[src/rtl/soc_uart_pkg.sv]
// soc_uart_pkg: shared definitions for the AXI-Lite UART receiver.
//   - register byte offsets and their addr[3:2] indices
//   - STATUS bit positions and the STATUS layout struct
//   - AXI response codes
//   - RX FSM state enum
//   - baud_div(): oversample divider (clocks per 1/16 bit, truncated)
`timescale 1ns/1ps
package soc_uart_pkg;

  localparam logic [3:0] OFF_RXDATA = 4'h0;
  localparam logic [3:0] OFF_STATUS = 4'h4;
  localparam logic [3:0] OFF_CTRL   = 4'h8;
  localparam logic [3:0] OFF_RSVD   = 4'hC;

  localparam logic [1:0] IDX_RXDATA = OFF_RXDATA[3:2];
  localparam logic [1:0] IDX_STATUS = OFF_STATUS[3:2];
  localparam logic [1:0] IDX_CTRL   = OFF_CTRL[3:2];
  localparam logic [1:0] IDX_RSVD   = OFF_RSVD[3:2];

  localparam int ST_NOT_EMPTY = 0;
  localparam int ST_FULL      = 1;
  localparam int ST_OVR       = 2;
  localparam int ST_FERR      = 3;
  localparam int RX_EMPTY_BIT = 8;

  localparam logic [1:0] RESP_OKAY   = 2'b00;
  localparam logic [1:0] RESP_SLVERR = 2'b10;

  // Field order gives not_empty at bit 0 ... ferr at bit 3.
  typedef struct packed {
    logic ferr;
    logic ovr;
    logic full;
    logic not_empty;
  } status_t;

  typedef enum logic [1:0] {RX_IDLE, RX_START, RX_DATA, RX_STOP} rx_state_e;

  function automatic int baud_div(input int clk_hz, input int baud);
    return clk_hz / (baud * 16);
  endfunction

endpackage

[src/rtl/uart_rx_core.sv]
// uart_rx_core: 8N1 serial receiver.
//   clk_i   : clock
//   rst_ni  : async active-low reset (already synchronized)
//   rxd_i   : raw serial line, idle high
//   byte_o  : received byte, valid with valid_o
//   valid_o : one-cycle pulse, good stop bit
//   ferr_o  : one-cycle pulse, stop bit sampled low (byte discarded)
`timescale 1ns/1ps
module uart_rx_core
  import soc_uart_pkg::*;
#(
  parameter int CLK_HZ = 50_000_000,
  parameter int BAUD   = 115200
) (
  input  logic       clk_i,
  input  logic       rst_ni,
  input  logic       rxd_i,
  output logic [7:0] byte_o,
  output logic       valid_o,
  output logic       ferr_o
);

  localparam int DIV = baud_div(CLK_HZ, BAUD);
  localparam int DCW = (DIV > 1) ? $clog2(DIV) : 1;

  logic rxd_meta_q, rxd_sync_q, rxd_prev_q;
  logic fall;

  // Line idles high, so the synchronizer resets to 1 to avoid a fake start edge.
  always_ff @(posedge clk_i or negedge rst_ni)
    if (!rst_ni) {rxd_meta_q, rxd_sync_q, rxd_prev_q} <= 3'b111;
    else begin
      rxd_meta_q <= rxd_i;
      rxd_sync_q <= rxd_meta_q;
      rxd_prev_q <= rxd_sync_q;
    end

  assign fall = rxd_prev_q & ~rxd_sync_q;

  rx_state_e        state_q;
  logic [DCW-1:0]   div_q;
  logic [3:0]       tick_cnt_q;
  logic [2:0]       bit_cnt_q;
  logic [7:0]       shift_q;
  logic             brk_q;
  logic             tick, mid;

  // Divider is held at 0 in IDLE and restarts at the start edge, so the
  // 8th tick of every bit lands near its centre.
  assign tick = (state_q != RX_IDLE) && (div_q == DCW'(DIV - 1));
  assign mid  = tick && (tick_cnt_q == 4'd7);

  always_ff @(posedge clk_i or negedge rst_ni)
    if (!rst_ni) begin
      state_q    <= RX_IDLE;
      div_q      <= '0;
      tick_cnt_q <= '0;
      bit_cnt_q  <= '0;
      shift_q    <= '0;
      brk_q      <= 1'b0;
      byte_o     <= '0;
      valid_o    <= 1'b0;
      ferr_o     <= 1'b0;
    end else begin
      valid_o <= 1'b0;
      ferr_o  <= 1'b0;
      if (state_q == RX_IDLE || tick) div_q <= '0;
      else                            div_q <= div_q + 1'b1;
      if (tick) tick_cnt_q <= tick_cnt_q + 1'b1;
      case (state_q)
        RX_IDLE: begin
          tick_cnt_q <= '0;
          bit_cnt_q  <= '0;
          // After a framing error the line must be seen high before re-arming.
          if (brk_q) begin
            if (rxd_sync_q) brk_q <= 1'b0;
          end else if (fall) begin
            state_q <= RX_START;
          end
        end
        RX_START: if (mid) state_q <= rxd_sync_q ? RX_IDLE : RX_DATA;
        RX_DATA: if (mid) begin
          shift_q   <= {rxd_sync_q, shift_q[7:1]};
          bit_cnt_q <= bit_cnt_q + 1'b1;
          if (bit_cnt_q == 3'd7) state_q <= RX_STOP;
        end
        RX_STOP: if (mid) begin
          state_q <= RX_IDLE;
          if (rxd_sync_q) begin
            byte_o  <= shift_q;
            valid_o <= 1'b1;
          end else begin
            ferr_o <= 1'b1;
            brk_q  <= 1'b1;
          end
        end
        default: state_q <= RX_IDLE;
      endcase
    end

endmodule

[src/rtl/axi_uart_rx.sv]
// axi_uart_rx: UART receiver with FIFO behind an AXI-Lite slave.
//   clk_50mhz, rst_btn (async, active-high, synchronized internally)
//   uart_rxd          : serial input, 8N1, idle high
//   S_AW*/S_W*/S_B*   : AXI-Lite write channels
//   S_AR*/S_R*        : AXI-Lite read channels
//   irq               : IRQ_EN & (NOT_EMPTY | OVR | FERR), registered
// Registers (addr[3:2]): 0x0 RXDATA (pop on read), 0x4 STATUS (W1C OVR/FERR),
// 0x8 CTRL.IRQ_EN; 0xC or nonzero addr[AW-1:4] -> SLVERR.
// FIFO_DEPTH must be a power of two >= 2.
`timescale 1ns/1ps
module axi_uart_rx
  import soc_uart_pkg::*;
#(
  parameter int AW         = 32,
  parameter int DW         = 32,
  parameter int CLK_HZ     = 50_000_000,
  parameter int BAUD       = 115200,
  parameter int FIFO_DEPTH = 4
) (
  input  logic            clk_50mhz,
  input  logic            rst_btn,
  input  logic            uart_rxd,
  input  logic [AW-1:0]   S_AWADDR,
  input  logic            S_AWVALID,
  output logic            S_AWREADY,
  input  logic [DW-1:0]   S_WDATA,
  input  logic [DW/8-1:0] S_WSTRB,
  input  logic            S_WVALID,
  output logic            S_WREADY,
  output logic [1:0]      S_BRESP,
  output logic            S_BVALID,
  input  logic            S_BREADY,
  input  logic [AW-1:0]   S_ARADDR,
  input  logic            S_ARVALID,
  output logic            S_ARREADY,
  output logic [DW-1:0]   S_RDATA,
  output logic [1:0]      S_RRESP,
  output logic            S_RVALID,
  input  logic            S_RREADY,
  output logic            irq
);

  localparam int PW = $clog2(FIFO_DEPTH);

  // Async assert, sync deassert.
  logic [1:0] rst_sync_q;
  logic       rst_n;
  always_ff @(posedge clk_50mhz or posedge rst_btn)
    if (rst_btn) rst_sync_q <= '0;
    else         rst_sync_q <= {rst_sync_q[0], 1'b1};
  assign rst_n = rst_sync_q[1];

  logic [7:0] rx_byte;
  logic       rx_valid, rx_ferr;

  uart_rx_core #(.CLK_HZ(CLK_HZ), .BAUD(BAUD)) u_core (
    .clk_i  (clk_50mhz),
    .rst_ni (rst_n),
    .rxd_i  (uart_rxd),
    .byte_o (rx_byte),
    .valid_o(rx_valid),
    .ferr_o (rx_ferr)
  );

  logic                       alive_q, aw_got_q, w_got_q, bvalid_q, rvalid_q;
  logic                       irq_en_q, ovr_q, ferr_q, irq_q;
  logic [1:0]                 bresp_q, rresp_q;
  logic [DW-1:0]              rdata_q, wdata_q;
  logic [AW-1:0]              awaddr_q;
  logic [DW/8-1:0]            wstrb_q;
  logic [PW:0]                wr_ptr_q, rd_ptr_q;
  logic [FIFO_DEPTH-1:0][7:0] mem_q;

  logic [PW:0]     level;
  logic            empty, full, push, pop, ovr_set;
  logic            aw_hs, w_hs, ar_hs, wr_fire, ar_bad, wr_bad, clr_ovr, clr_ferr;
  logic            ovr_d, ferr_d, irq_d;
  logic [1:0]      ar_sel, wr_sel;
  logic [AW-1:0]   wr_addr;
  logic [DW-1:0]   wr_data, rd_word;
  logic [DW/8-1:0] wr_strb;
  status_t         status;
  logic            unused_bits;

  // FIFO
  assign level   = wr_ptr_q - rd_ptr_q;
  assign empty   = (level == '0);
  assign full    = (level == (PW+1)'(FIFO_DEPTH));
  assign ar_hs   = S_ARVALID & S_ARREADY;
  assign ar_sel  = S_ARADDR[3:2];
  assign ar_bad  = (S_ARADDR[AW-1:4] != '0) || (ar_sel == IDX_RSVD);
  // Pop at the AR handshake so RDATA is frozen against later arrivals.
  assign pop     = ar_hs & ~ar_bad & (ar_sel == IDX_RXDATA) & ~empty;
  // A simultaneous pop frees the slot, so a full FIFO still takes the byte.
  assign push    = rx_valid & (~full | pop);
  assign ovr_set = rx_valid & full & ~pop;

  // Write path: AW and W may arrive in either order; fire once both are held.
  assign aw_hs   = S_AWVALID & S_AWREADY;
  assign w_hs    = S_WVALID & S_WREADY;
  assign wr_fire = (aw_got_q | aw_hs) & (w_got_q | w_hs);
  assign wr_addr = aw_hs ? S_AWADDR : awaddr_q;
  assign wr_data = w_hs ? S_WDATA : wdata_q;
  assign wr_strb = w_hs ? S_WSTRB : wstrb_q;
  assign wr_sel  = wr_addr[3:2];
  assign wr_bad  = (wr_addr[AW-1:4] != '0) || (wr_sel == IDX_RSVD);

  assign clr_ovr  = wr_fire & ~wr_bad & (wr_sel == IDX_STATUS) & wr_strb[0] & wr_data[ST_OVR];
  assign clr_ferr = wr_fire & ~wr_bad & (wr_sel == IDX_STATUS) & wr_strb[0] & wr_data[ST_FERR];
  // Set beats clear when both land in the same cycle.
  assign ovr_d  = ovr_set | (ovr_q & ~clr_ovr);
  assign ferr_d = rx_ferr | (ferr_q & ~clr_ferr);
  assign irq_d  = irq_en_q & (~empty | ovr_q | ferr_q);

  assign status = '{ferr: ferr_q, ovr: ovr_q, full: full, not_empty: ~empty};

  always_comb begin
    rd_word = '0;
    if (!ar_bad) begin
      case (ar_sel)
        IDX_RXDATA: begin
          if (empty) rd_word[RX_EMPTY_BIT] = 1'b1;
          else       rd_word[7:0] = mem_q[rd_ptr_q[PW-1:0]];
        end
        IDX_STATUS: rd_word[3:0] = status;
        IDX_CTRL:   rd_word[0]   = irq_en_q;
        default:    rd_word      = '0;
      endcase
    end
  end

  always_ff @(posedge clk_50mhz)
    if (push) mem_q[wr_ptr_q[PW-1:0]] <= rx_byte;

  always_ff @(posedge clk_50mhz or negedge rst_n)
    if (!rst_n) begin
      alive_q  <= 1'b0;
      aw_got_q <= 1'b0;
      w_got_q  <= 1'b0;
      bvalid_q <= 1'b0;
      rvalid_q <= 1'b0;
      irq_en_q <= 1'b0;
      ovr_q    <= 1'b0;
      ferr_q   <= 1'b0;
      irq_q    <= 1'b0;
      bresp_q  <= RESP_OKAY;
      rresp_q  <= RESP_OKAY;
      rdata_q  <= '0;
      wdata_q  <= '0;
      awaddr_q <= '0;
      wstrb_q  <= '0;
      wr_ptr_q <= '0;
      rd_ptr_q <= '0;
    end else begin
      alive_q <= 1'b1;
      if (bvalid_q && S_BREADY) bvalid_q <= 1'b0;
      if (wr_fire) begin
        aw_got_q <= 1'b0;
        w_got_q  <= 1'b0;
        bvalid_q <= 1'b1;
        bresp_q  <= wr_bad ? RESP_SLVERR : RESP_OKAY;
        if (!wr_bad && wr_sel == IDX_CTRL && wr_strb[0]) irq_en_q <= wr_data[0];
      end else begin
        if (aw_hs) begin
          aw_got_q <= 1'b1;
          awaddr_q <= S_AWADDR;
        end
        if (w_hs) begin
          w_got_q <= 1'b1;
          wdata_q <= S_WDATA;
          wstrb_q <= S_WSTRB;
        end
      end
      if (ar_hs) begin
        rvalid_q <= 1'b1;
        rdata_q  <= rd_word;
        rresp_q  <= ar_bad ? RESP_SLVERR : RESP_OKAY;
      end else if (rvalid_q && S_RREADY) begin
        rvalid_q <= 1'b0;
      end
      if (push) wr_ptr_q <= wr_ptr_q + 1'b1;
      if (pop)  rd_ptr_q <= rd_ptr_q + 1'b1;
      ovr_q  <= ovr_d;
      ferr_q <= ferr_d;
      irq_q  <= irq_d;
    end

  // Ready terms are gated by alive_q so they read 0 while in reset.
  assign S_AWREADY = alive_q & ~aw_got_q & ~bvalid_q;
  assign S_WREADY  = alive_q & ~w_got_q & ~bvalid_q;
  assign S_ARREADY = alive_q & ~rvalid_q;
  assign S_BVALID  = bvalid_q;
  assign S_BRESP   = bresp_q;
  assign S_RVALID  = rvalid_q;
  assign S_RDATA   = rdata_q;
  assign S_RRESP   = rresp_q;
  assign irq       = irq_q;

  assign unused_bits = ^{S_AWADDR[1:0], S_ARADDR[1:0], wr_data, wr_strb};

endmodule

[config.mk]
export PLATFORM = sky130hd
export DESIGN_NAME = axi_uart_rx
export DESIGN_NICKNAME = d
export VERILOG_FILES = /design/src/rtl/soc_uart_pkg.sv /design/src/rtl/uart_rx_core.sv /design/src/rtl/axi_uart_rx.sv
export SDC_FILE = /design/constraint.sdc
export NUM_CORES = 1
export LEC_CHECK = 0
export CAP_MARGIN = 40
export CORE_AREA = 2 2 113 115
export CTS_CLUSTER_SIZE = 12
export DETAILED_ROUTE_END_ITERATION = 10
export DIE_AREA = 0 0 115 117
export GPL_TIMING_DRIVEN = 1
export HOLD_SLACK_MARGIN = 0.08
export PLACE_DENSITY = 0.89
export SLEW_MARGIN = 20
export SYNTH_ARGS = -nofsm -noshare
export SYNTH_HDL_FRONTEND = slang
export SYNTH_SLANG_ARGS = --single-unit
export TNS_END_PERCENT = 30
[constraint.sdc]
create_clock -name clk_50mhz -period 5.2 [get_ports clk_50mhz]
set_input_delay 1.04 -clock clk_50mhz [delete_from_list [all_inputs] [get_ports clk_50mhz]]
set_output_delay 1.04 -clock clk_50mhz [all_outputs]
set_load 0.01 [all_outputs]
==> out/metrics.yaml, run 1 <==
status: "complete, no violations"
power_leakage_uw: 0.00323
place_inst: 656
place.gp.congestion: 0.739
drt_wl_total_um: 12100
synthArstFlopShare: 0.754
r2r_slack_ps: 2340
synth_adder_area_share: 0.0349
firstDrtPassIters: 4
cts_sinks: 130
overflow: 0
wire_per_inst_um: 17.6
final-seq-area_um2: 3420
worstMarginPinSlew_ps: 638
min_period_ps: 3460
grt_antenna_before_repair: 0
worst_slack_ps: 1740
rsz0062_at_grt: "false"
cts_tree: "yes"
ir_drop_mv: 0.251
fin_cells: 688
multiInputGateArea_um2: 2130
synth_mux_area_frac: 0.142
fmax_mhz: 289
use_met3: 0.0592
critPathRequiredTime_ps: 5250
post-route-drc-count: 0
critical_path_arrival_ps: 3510
start_kind: "primary input"
hold_violations: 0
use_met2: 0.335
crit_end: "mem_q[0]$_DFFE_PP_"
p_sw_uw: 771
grt_pass1_vias: 3873
crit_path_start: "S_ARVALID"
htree_levels: 4
antenna_left: 0
netlist_area_um2: 5740
synth_top_family_by_area: "multiplexers"
ctsHoldBuffers: 0
nFillCells: 858
rr_startpoint: "S_RVALID$_DFFE_PN0P_"
clock_latency_ps: 410
rows: 41
p_int_uw: 2390
synth_cell_type_count: 54
die_area_um2: 13500
setup_viol: 0
drive_above_1_share: 0.193
viasPerCell: 5.37
relSlewSlack: 0.575
max_cap_violations: 0
syn_avg_cell_area_um2: 13.5
path_class: "in -> reg"
initial_core_util: 0.466
met1_usage: 0.206
ys.flop_type: "dfrtp_1"
combPwrFrac: 0.163
syn_inst: 426
grt_max_degree: 41
cts_buffer_depth: 2
dpl.hpwl_um: 8110
fin_util: 0.598
power_switching_share: 0.244
slew_viol_final: 0
dp_slack_ps: 1310
synth_compound_area_frac: 0.0580
drtIter0Drc: 287
die_w_um: 115
ys_ff_latch: 130
clk_pin_slew_ps: 50
fin_crit_sh: 0.665
synth_edf_count: 32
antenna_cells: 0
root_buffer: "clkbuf_16"
holdCritPathClass: "reg -> async"
coreArea_um2: 12300
synthSimpleGateAreaFrac: 0.0976
cts_made_buffers: 17
cp-end-kind: "flop"
layout.nets: 649
r2r-end: "mem_q[0]$_DFFE_PP_"
fin_tns_setup_ps: 0
die_h_um: 117
critPathMaxFanout: 12
clockPowerShare: 0.414
power_density_nw_per_um2: 429
busiest_layer: "met2"
track_usage: 0.186
fin_skew_ps: 6.72
io_pins: 150
area_delta_synth_final_pct: 28.3
reg2regPathDepth: 5
synth_xor_area_frac: 0.0211
pwr-share-seq: 0.424
yosys_warnings: 0
hold_slack_ps: 206
ys_seq_area_frac: 0.595
cts-resized-gates: 0
vias: 3693
grt_pass1_wl_um: 18900
io_buffers: 88
cts_setup_buffers: 0
[logic make-up (layout without fill, tap and decap cells)]
group | count (synthesis) | in the layout
buffers and inverters | 50 | 137
and+or+nand+nor | 103 | 103
other | 2 | 27
DFF | 130 | 130
xor gates and xnor gates | 13 | 13
muxes | 65 | 65
AOI/OAI and AO/OA | 47 | 47
adders and majority gates | 16 | 16
[cells in the mapped netlist, drive strengths merged (2+ instances only)]
cell type	instances	area [um2]
dfrtp	95	2380
mux2	51	574
buf	32	221
edfxtp	32	961
nor2	24	97.6
nand2	21	78.8
nor4	17	106
o21ai	17	85.1
ha	16	200
inv	13	48.8
a22o	11	96.3
mux4	8	180
nand3	8	45.0
xor2	8	77.6
mux2i	6	60.1
nor3	6	30.0
clkbuf	5	18.8
nand4	5	31.3
xnor2	5	43.8
and2	4	27.5
a31oi	3	18.8
dfstp	3	78.8
nand2b	3	18.8
o31ai	3	22.5
a21o	2	15.0
conb	2	7.51
nand3b	2	15.0
nor2b	2	12.5
nor3b	2	15.0
o21a	2	15.0
[per-layer routing]
| layer | share of wire | vias up |
|---|---|---|
| met2 | 0.53 | 127 |
| met5 | 0 | - |
| met4 | 0.015 | 0 |
| met3 | 0.061 | 19 |
| met1 | 0.39 | 1843 |
| li1 | - | 1704 |
[through the flow]
| stage | instance area [um2] | total power [uW] |
|---|---|---|
| final | 7370 | 3160 |
| after global routing | 7370 | 3290 |
| after CTS | 7370 | 3170 |
| after detailed placement | 6720 | 1850 |
| after global placement | 6680 | 1790 |
| after floorplan | 5840 | 1670 |
[power by group through the flow]
stage | Sequential, uW | Clock (uW) | Combinational (uW)
6_report | 1340 | 1310 | 515
5_1_grt | 1360 | 1370 | 566
4_1_cts | 1340 | 1320 | 519
3_5_place_dp | 1340 | 0 | 506
3_3_place_gp | 1320 | 0 | 469
2_1_floorplan | 1320 | 0 | 350
[layout by cell type, fill, tap and decap left out, drive strengths merged, types with 4 or more instances in the layout]
cell type      count
a22o              11
and2               4
buf                4
bufinv             6
clkbuf            20
clkdlybuf4s50     88
clkinv             5
conb              27
dfrtp             95
edfxtp            32
ha                16
inv               13
mux2              51
mux2i              6
mux4               8
nand2             21
nand3              8
nand4              5
nor2              24
nor3               6
nor4              17
o21ai             17
xnor2              5
xor2               8
[worst max-delay path, cell delays in order]
cell             delay [ps]
clkdlybuf4s50_1         460
nand3b_1                360
nand4b_1                390
or4_4                   570
a21boi_4                240
and2_1                  450
[final cells by class]
type / instances / share of cell area
clock buffers: 20 / 0.0593
multi-input cells: 271 / 0.289
flip-flops and latches: 130 / 0.464
inverters: 13 / 0.00662
well taps: 150 / 0.0255
repair buffers: 92 / 0.126
clock inverters: 12 / 0.0287
[registers in the layout, summed over array words and instances, names as in the netlist, 4 cells and up, named ones only]
signal and flops:
awaddr_q 30, u_core.tick_cnt_q 4, mem_q 32, S_RDATA 9
u_core.shift_q 8, u_core.byte_o 8, u_core.div_q 5
[how the worst min path moves through the flow]
stage               slack [ps]                    start                      end  cells after the start
finish                     210  rst_sync_q[1]$_DFF_PP0_   S_RDATA[7]$_DFFE_PN0P_                      0
global route               230  rst_sync_q[1]$_DFF_PP0_   S_RDATA[6]$_DFFE_PN0P_                      0
CTS                        220  rst_sync_q[1]$_DFF_PP0_   S_RDATA[7]$_DFFE_PN0P_                      0
detailed placement         210  rst_sync_q[1]$_DFF_PP0_   S_RDATA[7]$_DFFE_PN0P_                      0
global placement           210  rst_sync_q[1]$_DFF_PP0_   S_RDATA[7]$_DFFE_PN0P_                      0
floorplan                  330  rst_sync_q[0]$_DFF_PP0_  rst_sync_q[1]$_DFF_PP0_                      0
No activity file was read; power rests on OpenSTA's default activity.
==> run 2: changes to the inputs <==
==> constraint.sdc (replaced) <==
create_clock -name clk_50mhz -period 3.4 [get_ports clk_50mhz]
set_input_delay 0.68 -clock clk_50mhz [delete_from_list [all_inputs] [get_ports clk_50mhz]]
set_output_delay 0.68 -clock clk_50mhz [all_outputs]
set_load 0.01 [all_outputs]
==> out/metrics.yaml, run 2 (synthesis results as in run 1) <==
status: "complete, no violations"
die_w_um: 115  # unchanged
fin_tns_setup_ps: 0  # unchanged
combPwrFrac: 0.180  # +0.017
layout.nets: 651  # +0.31%
final_cell_area_um2: 7200  # -2.2%
clockPowerShare: 0.348  # -0.066
initial_core_util: 0.466  # unchanged
htree_levels: 4  # unchanged
min_period_ps: 2800
power_switching_share: 0.262  # +0.0181
antenna_cells: 0  # unchanged
crit_buf_inv: 1  # unchanged
setup_viol: 0  # unchanged
largest_register_ffs: 32  # unchanged
cts_made_buffers: 17  # unchanged
die_area_um2: 13500  # unchanged
slowest_delay_ps: 570  # about the same
cts_setup_buffers: 0  # unchanged
place.gp.congestion: 0.736  # -0.41%
io_buffers: 88  # unchanged
io_pins: 150  # unchanged
drtIter0Drc: 227  # -21%
power_leakage_uw: 0.00314  # -2.6%
firstDrtPassIters: 4  # unchanged
hold_violations: 0  # unchanged
ir_drop_mv: 0.394  # +57%
max_cap_violations: 0  # unchanged
path_class: "in -> reg"
power_density_nw_per_um2: 601  # +40%
most-common-layout-cells: "94 x dfrtp_1, 88 x clkdlybuf4s50_1, 51 x mux2_2"
viasPerCell: 5.40  # +0.63%
fin_crit_sh: 0.823
drt_wl_total_um: 11900  # -1.7%
p_int_uw: 3200  # +34%
cts_buffer_depth: 2  # unchanged
rows: 41  # unchanged
grt_pass1_vias: 3778  # -2.5%
pwr-share-seq: 0.472  # +0.048
grt_max_degree: 46  # +12%
grt_antenna_before_repair: 0  # unchanged
fin_skew_ps: 5.50  # -1.22 ps
total_power_uw: 4330  # +37%
track_usage: 0.181  # -0.00482
clock_latency_ps: 410  # about the same
dpl.hpwl_um: 8110  # -0.11%
clk_pin_slew_ps: 50  # about the same
place_inst: 658  # +0.30%
vias: 3727  # +0.92%
cts_tree: "yes"
cp-end-kind: "flop"
start_kind: "primary input"
antenna_left: 0  # unchanged
coreArea_um2: 12300  # unchanged
fmax_mhz: 357
slew_viol_final: 0  # unchanged
crit_slowest_cell: "or4_4"
critical_path_arrival_ps: 2850  # -660 ps
overflow: 0  # unchanged
cts-resized-gates: 0  # unchanged
root_buffer: "clkbuf_16"
area_delta_synth_final_pct: 25.4
holdCritPathClass: "reg -> async"
fin_cells: 690  # +0.29%
place_area_um2: 6710  # about the same
ctsHoldBuffers: 0  # unchanged
critPathMaxFanout: 8  # -4
p_sw_uw: 1140  # +47%
wire_per_inst_um: 17.2  # -2.0%
post-route-drc-count: 0  # unchanged
grt_pass1_wl_um: 18300  # -2.8%
critPathTopFamily: "simple AND/OR/NAND/NOR gates"
critPathRequiredTime_ps: 3450  # -1800 ps
die_h_um: 117  # unchanged
rsz0062_at_grt: "false"
drive_above_1_share: 0.180  # -0.0137
cts_sinks: 130  # unchanged
crit_chain: "clkdlybuf4s50_1 > nor4_1 > nand4b_1 > or4_4 > a21boi_4 > and2_1"
worstMarginPinSlew_ps: 578  # -60.1 ps
final_common_cell: "dfrtp_1"
relSlewSlack: 0.615  # +0.0400
==> run 2: changes by cell type in the layout (fill, tap and decap cells not counted), sizes merged <==
cell	before	now
bufinv	6	0
clkinvlp	1	2
clkinv	5	7
clkbuf	20	23
buf	4	6
==> run 2: routing by layer <==
layer	up-vias	global-route usage	routed length, um
met3	21	0.0577	830
met4	0	0.0779	192
met2	135	0.323	6420
li1	1707	-	-
met5	-	0	0
met1	1864	0.201	4450
==> run 2: final timing paths <==
path                                         startpoint                      endpoint  slack, ps  cells after the start
worst max-delay path                       S_ARADDR[29]           mem_q[20]$_DFFE_PP_        600                      6
worst min-delay path            rst_sync_q[1]$_DFF_PP0_  u_core.byte_o[1]$_DFFE_PN0P_        320                      0
worst max register to register     S_RVALID$_DFFE_PN0P_           mem_q[20]$_DFFE_PP_        920                      5
worst min register to register  rst_sync_q[1]$_DFF_PP0_  u_core.byte_o[1]$_DFFE_PN0P_        320                      0
max in group asynchronous       rst_sync_q[1]$_DFF_PP0_   u_core.rxd_meta_q$_DFF_PN1_       2250                      1
min in group clk_50mhz          rst_sync_q[0]$_DFF_PP0_       rst_sync_q[1]$_DFF_PP0_        350                      0
==> run 2: worst reg2reg max path, stage by stage (launching register included) <==
cell and delay [ps]:
dfrtp_1 400, nand3b_1 190, nand4b_1 260, or4_4 570, a21boi_4 230, and2_1 470
==> run 2: layout make-up <==
cell class / instances / area, um2
sequential: 130 / 3420
clock inverter: 9 / 41.3
multi-input combinational: 271 / 2130
clock buffer: 23 / 448
inverter: 13 / 48.8
fill: 903 / 5110
timing repair buffer: 94 / 926
tap: 150 / 188
==> run 2: power by group through the flow <==
| stage | combinational (uW) | clock [uW] | sequential [uW] |
|---|---|---|---|
| 2_1_floorplan | 535 | 0 | 2020 |
| 3_3_place_gp | 713 | 0 | 2030 |
| 3_5_place_dp | 766 | 0 | 2060 |
| 4_1_cts | 780 | 1530 | 2040 |
| 5_1_grt | 857 | 1610 | 2070 |
| 6_report | 780 | 1510 | 2040 |
==> run 2: metrics by stage <==
step / setup slack, ps / hold slack, ps / util
after floorplan: 473 / 331 / -
after global placement: 271 / 336 / 0.545
after detailed placement: 149 / 336 / 0.545
after CTS: 567 / 348 / 0.585
after global routing: 460 / 354 / 0.585
final: 601 / 320 / 0.585
==> run 3: changes to the inputs <==
--- a/config.mk
+++ b/config.mk
@@ -6,13 +6,13 @@
 export NUM_CORES = 1
 export LEC_CHECK = 0
 export CAP_MARGIN = 40
-export CORE_AREA = 2 2 113 115
+export CORE_AREA = 2 2 118 120
 export CTS_CLUSTER_SIZE = 12
 export DETAILED_ROUTE_END_ITERATION = 10
-export DIE_AREA = 0 0 115 117
+export DIE_AREA = 0 0 120 122
 export GPL_TIMING_DRIVEN = 1
 export HOLD_SLACK_MARGIN = 0.08
-export PLACE_DENSITY = 0.89
+export PLACE_DENSITY = 0.86
 export SLEW_MARGIN = 20
 export SYNTH_ARGS = -nofsm -noshare
 export SYNTH_HDL_FRONTEND = slang
==> constraint.sdc (replaced) <==
create_clock -name clk_50mhz -period 2.3 [get_ports clk_50mhz]
set_input_delay 0.46 -clock clk_50mhz [delete_from_list [all_inputs] [get_ports clk_50mhz]]
set_output_delay 0.46 -clock clk_50mhz [all_outputs]
set_load 0.01 [all_outputs]
==> out/metrics.yaml, run 3 (synthesis results as in run 1) <==
power_leakage_uw: 0.00335  # +6.7%
wl_met2_um: 6950  # +8.3%
grt_antenna_before_repair: 0  # unchanged
cts_buffer_depth: 2  # unchanged
setup_viol: 6  # +6
root_buffer: "clkbuf_16"
drt_wl_total_um: 12600  # +5.7%
rows: 43  # +4.9%
status: "finished, violations left"
clk_pin_slew_ps: 50  # about the same
met3_length_um: 745  # -10%
rsz0062_at_grt: "true"
grt_pass1_vias: 3940  # +4.3%
area_delta_synth_final_pct: 31.4
cts_sinks: 130  # unchanged
coreArea_um2: 13500  # +9.7%
min_period_ps: 2300
max_cap_violations: 0  # unchanged
clock_latency_ps: 410  # about the same
fin_util: 0.559  # -0.0261
grt_pass1_wl_um: 19600  # +6.7%
wire_per_inst_um: 16.9  # -2.0%
hold_violations: 0  # unchanged
path_class: "in -> reg"
worstMarginPinSlew_ps: 536  # -42.0 ps
crit_slowest_cell: "or4_4"
violations: "setup timing"
die_area_um2: 14600  # +8.8%
vias: 3770  # +1.2%
power_density_nw_per_um2: 881  # +47%
cts_tree: "yes"
critical_path_arrival_ps: 2420  # -430 ps
htree_levels: 4  # unchanged
total_power_uw: 6650  # +54%
grt_max_degree: 42  # -8.7%
slowest_delay_ps: 580  # about the same
place.gp.congestion: 0.789  # +7.2%
fmax_mhz: 434
fin_skew_ps: 8.28  # +2.79 ps
fin_crit_sh: 1.00
cp-end-kind: "flop"
die_h_um: 122  # +4.3%
reg2regPathDepth: 6  # +1
dpl.hpwl_um: 8650  # +6.7%
layout.nets: 675  # +3.7%
die_w_um: 120  # +4.3%
slew_viol_final: 0  # unchanged
relSlewSlack: 0.643  # +0.0280
ctsHoldBuffers: 0  # unchanged
start_kind: "primary input"
post-route-drc-count: 0  # unchanged
io_buffers: 88  # unchanged
io_pins: 150  # unchanged
firstDrtPassIters: 4  # unchanged
initial_core_util: 0.425  # -0.0412
critPathRequiredTime_ps: 2420  # -1030 ps
holdCritPathClass: "in -> async"
antenna_cells: 0  # unchanged
antenna_left: 0  # unchanged
overflow: 0  # unchanged
top_layer_used: "met4"
worst_slack_ps: -4.81  # -606 ps
wl_met1_um: 4730  # +6.2%
ir_drop_mv: 0.665  # +69%
drive_above_1_share: 0.238  # +0.0580
crit_chain: "clkdlybuf4s50_1 > nor4_2 > nand4b_1 > or4_4 > a21boi_4 > and2_4 > buf_12"
final_common_cell: "dfrtp_1"
drtIter0Drc: 271  # +19%
viasPerCell: 5.07  # -6.2%
largest_register_ffs: 32  # unchanged
track_usage: 0.174  # -0.00709
critPathMaxFanout: 8  # unchanged
most-common-layout-cells: "94 x dfrtp_1, 84 x clkdlybuf4s50_1, 51 x mux2_2"
cts_made_buffers: 17  # unchanged
==> run 3: changes by cell type in the layout (fill, tap and decap cells not counted), moves of 2 or more <==
cell,previous run,this run
buf_4,6,26
clkdlybuf4s50_1,88,84
clkinv_1,7,3
clkinv_2,0,4
dlymetal6s2s_1,0,4
nor4_1,17,13
nor4_2,0,4
and2_1,3,0
and2_4,1,4
buf_12,0,2
buf_6,0,2
clkbuf_8,0,2
clkinvlp_4,2,0
==> run 3: final timing paths <==
path / start / end / slack [ps]
min reg2reg: rst_sync_q[1]$_DFF_PP0_ / S_RDATA[7]$_DFFE_PN0P_ / 310
max in group asynchronous: rst_sync_q[1]$_DFF_PP0_ / u_core.rxd_prev_q$_DFF_PN1_ / 1320
max reg2reg: S_RVALID$_DFFE_PN0P_ / mem_q[18]$_DFFE_PP_ / 80
max: S_ARADDR[28] / mem_q[18]$_DFFE_PP_ / -5
min: rst_btn / rst_sync_q[1]$_DFF_PP0_ / 200
min in group clk_50mhz: rst_sync_q[0]$_DFF_PP0_ / rst_sync_q[1]$_DFF_PP0_ / 350
==> run 3: metal layers <==
metal,GRT usage,vias up
li1,-,1758
met1,0.189,1878
met2,0.322,121
met3,0.0543,13
met4,0.0574,0
met5,0,-
==> run 3: power breakdown <==
part	internal, uW	switching [uW]	total [uW]
combinational	661	561	1220
sequential	2750	267	3020
clock	1520	893	2420
==> run 3: cell type report <==
cell class	count	area (um2)
repair buffers	118	1150
inverters	13	48.8
flip-flops and latches	130	3420
fillers	1014	5960
multi-input cells	271	2170
clock inverters	8	61.3
clock buffers	24	472
well taps	180	225
==> run 3: metrics by stage <==
stage,hold WS (ps),setup WS [ps],TNS (ps),cells,cell area [um2]
global placement,320,-398,-14260,708,6930
floorplan,201,53.2,0,451,5840
CTS,195,-14.1,-117,742,7490
global route,209,-58.1,-1660,744,7550
finish,204,-4.81,-15.2,744,7550
detailed placement,331,-438,-16250,708,6930
==> run 3: repair_timing <==
item / in CTS / in global routing
setup endpoints to repair: 18 / 51
resized for setup: 3 / 13
setup buffers: 2 / 2
pin swaps: 2 / 6
==> run 3: worst max-delay path, delay by kind of cell <==
family	cells	cell delay, ps
AND/OR/NAND/NOR	4	1200
AO/OA/AOI/OAI	1	210
buffers and inverters	2	550
